===== config.mk =====
export PLATFORM = sky130hd
export DESIGN_NAME = gated_capture_bank
export DESIGN_NICKNAME = d
export VERILOG_FILES = /design/src/rtl/gated_capture_pkg.sv /design/src/rtl/gated_capture_chan.sv /design/src/rtl/gated_capture_bank.sv
export SDC_FILE = /design/constraint.sdc
export NUM_CORES = 1
export LEC_CHECK = 0
export CAP_MARGIN = 20
export CORE_UTILIZATION = 31
export DETAILED_ROUTE_END_ITERATION = 6
export HOLD_SLACK_MARGIN = 0.08
export PLACE_DENSITY = 0.7
export SYNTH_ARGS = -nofsm -noshare
export SYNTH_HDL_FRONTEND = slang
export SYNTH_HIERARCHICAL = 1
export SYNTH_SLANG_ARGS = --single-unit

===== constraint.sdc =====
create_clock -name clk -period 0.9 [get_ports clk]
set_clock_uncertainty 0.15 [all_clocks]
set_input_delay 0.225 -clock clk [delete_from_list [all_inputs] [get_ports clk]]
set_output_delay 0.225 -clock clk [all_outputs]
set_load 0.02 [all_outputs]

===== src/rtl/gated_capture_pkg.sv =====
`default_nettype none
// ============================================================================
// Module   : gated_capture_pkg
// Purpose  : Shared types and helpers for the gated capture bank.
// Revision : 1.0 - initial release
// ============================================================================
package gated_capture_pkg;

    // Two-state per-channel occupancy
    typedef enum logic {GC_EMPTY, GC_FULL} gc_state_t;

    // Widest counter the helper below can handle
    localparam int c_GC_SAT_MAX_W = 32;

    // Saturating increment of a cnt_w-bit value carried in a 32-bit container
    function automatic logic [31:0] gc_sat_inc(input logic [31:0] cnt, input int cnt_w);
        logic [31:0] lim;
        lim = (cnt_w >= c_GC_SAT_MAX_W) ? '1 : ((32'd1 << cnt_w) - 32'd1);
        return (cnt >= lim) ? lim : (cnt + 32'd1);
    endfunction

endpackage
`default_nettype wire


===== src/rtl/gated_capture_chan.sv =====
`default_nettype none
// ============================================================================
// Module   : gated_capture_chan
// Purpose  : One capture channel: AND-gated enable, data hold register,
//            EMPTY/FULL handshake FSM and optional saturating overrun counter.
// Config   : GATED_CAPTURE_OVR_CNT_EN builds the overrun counter; otherwise
//            o_ovr_cnt is tied to zero.
// Revision : 1.0 - initial release
// ============================================================================
module gated_capture_chan
    import gated_capture_pkg::*;
#(
    parameter int W     = 3,
    parameter int CNT_W = 4
) (
    input  logic             clk,
    input  logic             rst_n,
    input  logic             i_a,
    input  logic             i_b,
    input  logic [W-1:0]     i_x,
    input  logic             i_ready,
    output logic             o_en_q,
    output logic [W-1:0]     o_z_q,
    output logic             o_valid,
    output logic [CNT_W-1:0] o_ovr_cnt
);

    gc_state_t   r_state;
    gc_state_t   w_nxt_state;
    logic        w_en;
    logic        r_en_q;
    logic [W-1:0] r_z_q;

    // Enable is a plain AND of the two terms; never held combinationally
    assign w_en = i_a & i_b;

    // Next-state logic: a simultaneous consume and recapture stays FULL
    always_comb begin
        w_nxt_state = r_state;
        case (r_state)
            GC_EMPTY: if (w_en)              w_nxt_state = GC_FULL;
            GC_FULL:  if (i_ready && !w_en)  w_nxt_state = GC_EMPTY;
            default:                         w_nxt_state = GC_EMPTY;
        endcase
    end

    // State, sampled enable and held data
    always_ff @(posedge clk or negedge rst_n) begin
        if (!rst_n) begin
            r_state <= GC_EMPTY;
            r_en_q  <= 1'b0;
            r_z_q   <= '0;
        end else begin
            r_state <= w_nxt_state;
            r_en_q  <= w_en;
            if (w_en) begin
                r_z_q <= i_x;
            end
        end
    end

    assign o_en_q  = r_en_q;
    assign o_z_q   = r_z_q;
    assign o_valid = (r_state == GC_FULL);

`ifdef GATED_CAPTURE_OVR_CNT_EN
    logic             w_overrun;
    logic [CNT_W-1:0] r_ovr_cnt;

    // Overrun: new capture lands on unconsumed data (latest data wins)
    assign w_overrun = (r_state == GC_FULL) && !i_ready && w_en;

    // Saturating overrun counter, cleared only by reset
    always_ff @(posedge clk or negedge rst_n) begin
        if (!rst_n) begin
            r_ovr_cnt <= '0;
        end else if (w_overrun) begin
            r_ovr_cnt <= CNT_W'(gc_sat_inc(32'(r_ovr_cnt), CNT_W));
        end
    end

    assign o_ovr_cnt = r_ovr_cnt;
`else
    assign o_ovr_cnt = '0;
`endif

endmodule
`default_nettype wire


===== src/rtl/gated_capture_bank.sv =====
`default_nettype none
// ============================================================================
// Module   : gated_capture_bank
// Purpose  : CH independent gated capture channels with valid/ready output.
//            Each channel word is {en_q, z_q}; the top only slices and packs.
// Config   : GATED_CAPTURE_OVR_CNT_EN enables per-channel overrun counters.
// Revision : 1.0 - initial release
// ============================================================================
module gated_capture_bank
    import gated_capture_pkg::*;
#(
    parameter int CH    = 4,
    parameter int W     = 3,
    parameter int CNT_W = 4
) (
    input  logic                clk,
    input  logic                rst_n,
    input  logic [CH-1:0]       a,
    input  logic [CH-1:0]       b,
    input  logic [CH*W-1:0]     x,
    output logic [CH*(W+1)-1:0] res,
    output logic [CH-1:0]       out_valid,
    input  logic [CH-1:0]       out_ready,
    output logic [CH*CNT_W-1:0] ovr_cnt
);

    for (genvar i = 0; i < CH; i++) begin : g_chan
        logic         w_en_q;
        logic [W-1:0] w_z_q;

        gated_capture_chan #(
            .W     (W),
            .CNT_W (CNT_W)
        ) u_chan (
            .clk       (clk),
            .rst_n     (rst_n),
            .i_a       (a[i]),
            .i_b       (b[i]),
            .i_x       (x[i*W +: W]),
            .i_ready   (out_ready[i]),
            .o_en_q    (w_en_q),
            .o_z_q     (w_z_q),
            .o_valid   (out_valid[i]),
            .o_ovr_cnt (ovr_cnt[i*CNT_W +: CNT_W])
        );

        assign res[i*(W+1) +: W+1] = {w_en_q, w_z_q};
    end

endmodule
`default_nettype wire


==> summary.txt <==
WS Path Type - register to primary output
Worst Path Buf+Inv - 1
Worst setup SP type - register
Die height - 56.51 µm
Critical Path Max Stage Delay - 430 ps
Setup crit end kind - primary output
Critical path cell sequence - buf_6
Gr usage total - 0.1091
Pwr/cell area - 1593 nW/µm²
Failing checks - setup timing
DR vias - 593
Peak VDD IR - 0.9439 mV
Worst R2R Path Depth - 2
Fin crit period - 1229 ps
Worst r2r dst - g_chan[0].u_chan/o_z_q[0]$_DFFE_PN0P_
Hold Vio Cnt, Final - 0
Synth Area per Inst - 12.79 µm²
Final worst slack - -328.6 ps
Post-synth ARST share - 1.000
Share of post-route cells with drive strength above 1 - 0.4831
Largest net degree at the start of global routing - 21
CP max FO - 2
Root cell of the clock tree - clkbuf_4
Yosys top cell area share - 0.5435
Later-pin clock latency in the skew report - 280 ps
Initial core utilization - 0.3311
Min-delay worst type - input port to asynchronous set/reset pin
Syn Std Cell Area - 920.9 µm²
Crit-path leading delay family - flip-flops
ANT nets after route - 0
DRC - 0
Post-synth EDFFs - 0
Core ar. - 2781 µm²
Worst r2r src - g_chan[0].u_chan/o_z_q[0]$_DFFE_PN0P_
Bufs on Longest Clock Path - 2
Die Area - 3193 µm²
PortBufs - 45
Inserted Clock Buffers - 3
Post-DP HPWL - 1288 µm
Sink Count - 20
Die W - 56.51 µm
Final std cells w/o fill - 149
Setup slack, reg-to-reg - -150 ps
Flops & latches, synth - 20
CTS tree - done
# rows - 19
Max-cap violations - 0
Vias in the first global route - 579
Setup violators final - 32
Crit path required time - 520 ps
Cells after synthesis - 72
Final period util - 1.365
Drt total wl - 1686 µm
Antenna cells - 0
Fin util - 0.5128
Drt pass-1 iters - 2
Leakage Power - 0.7328 nW
Status - finished with violations
1st-iter DRT viols - 11
Cells after DPL - 145
Dpl ws - -505.9 ps
Top post-synthesis cells by area - dfrtp_1 54%, mux2_4 20%, buf_4 16%, inv_1 3.3%, nand2_2 2.7%
Final #Nets - 146
Routability congestion estimate - 0.6589
Commonest cells post-synth - 20 x buf_4, 20 x dfrtp_1, 12 x mux2_4
Reg clk slew, reported paths - 110 ps
Vias per cell - 3.980
Primary FF master, synth - dfrtp_1
Register area share after synthesis - 0.5435
Layout area overhead - 54.89%
Boundary pin count - 62
Global-route wire length before repair - 2691 µm
Gr ovfl total - 0
Routed len/inst - 11.32 µm
Highest Clock Rate - 0.8140 GHz
Initial antenna violation count - 0
Largest area contributor in the netlist - dfrtp_1
Fin. max-slew vios - 0
Arr. time, crit path - 850 ps
CP max-delay cell - dfrtp_2
H-tree Lvls - 1
Warnings from Yosys - 6
Distinct cells, synth - 7
RSZ-0062 raised after global routing - yes
routing by layer:
metal | wire (µm) | global-route usage | vias to the layer above
met5 | 0 | 0 | -
met4 | 0 | 0.03136 | 0
met3 | 117 | 0.02535 | 0
met2 | 932 | 0.1916 | 31
met1 | 636 | 0.1320 | 284
li1 | - | - | 278
worst reg2reg max path, stage by stage, from the launching register on:
cell and delay [ps]:
dfrtp_2 430, buf_6 120, mux2_4 250
where the power goes:
part           leakage [nW]  total (W)  switching [W]  internal (W)
logic                 0.490   0.000773       0.000326      0.000447
registers             0.229    0.00110      0.0000802       0.00102
clock network        0.0138   0.000401       0.000245      0.000155
layout by cell type, fill, tap and decap left out:
cell type / n
buf_6: 23
clkdlybuf4s50_1: 17
conb_1: 16
mux2_4: 12
dfrtp_2: 12
inv_1: 8
dfrtp_1: 8
dlygate4sd2_1: 8
nand2_2: 4
clkbuf_4: 3
o21ai_0: 3
buf_4: 2
o21ai_1: 1
buf_12: 1
timing repair:
action	CTS	global route
pin swaps	4	0
setup buffers	1	2
hold buffers	0	0
endpoints found under the setup margin	34	33
gates resized for setup	130	3
per-stage QoR:
stage | area, µm² | setup TNS, ps | hold WS [ps] | power [W]
global route | 1426 | -7983 | 114.4 | 0.002401
floorplan | 980.9 | -748.2 | -220.6 | 0.001501
finish | 1426 | -6843 | 120.6 | 0.002272
CTS | 1423 | -7194 | 119.0 | 0.002300
detailed placement | 1370 | -16120 | 350.2 | 0.001847
global placement | 1370 | -15730 | 346.8 | 0.001829
how the worst max path moves through the flow:
stage / startpoint / to / slack (ps) / cells past startpoint
final: g_chan[0].u_chan/o_z_q[0]$_DFFE_PN0P_ / res[0] / -330 / 1
after detailed placement: a[0] / g_chan[0].u_chan/o_z_q[0]$_DFFE_PN0P_ / -510 / 3
after floorplan: g_chan[0].u_chan/o_z_q[0]$_DFFE_PN0P_ / g_chan[0].u_chan/o_z_q[0]$_DFFE_PN0P_ / -60 / 1
after CTS: g_chan[3].u_chan/o_z_q[0]$_DFFE_PN0P_ / res[12] / -340 / 1
after global placement: a[2] / g_chan[2].u_chan/o_z_q[2]$_DFFE_PN0P_ / -490 / 3
after global routing: g_chan[0].u_chan/o_z_q[2]$_DFFE_PN0P_ / res[2] / -370 / 1
logic make-up after synthesis:
logic type,synth area share
and+or+nand+nor,0.02717
DFF,0.5435
buffers and inverters,0.1956
AOI/OAI and AO/OA,0.02174
muxes,0.1956
other,0.01630
layout make-up:
| type | count | area (µm²) |
|---|---|---|
| Inverter | 8 | 30.03 |
| Tap cell | 31 | 38.79 |
| Clock buffer | 3 | 22.52 |
| Sequential cell | 20 | 515.5 |
| Timing Repair Buffer | 51 | 534.3 |
| Multi-Input combinational cell | 36 | 285.3 |
| Fill cell | 254 | 1355 |
flip-flops by register name, indices dropped and copies added (netlist names):
name / cells
g_chan.u_chan/o_z_q: 12
g_chan.u_chan/o_valid: 4
g_chan.u_chan/o_en_q: 4
No activity file was read; power rests on OpenSTA's default activity.
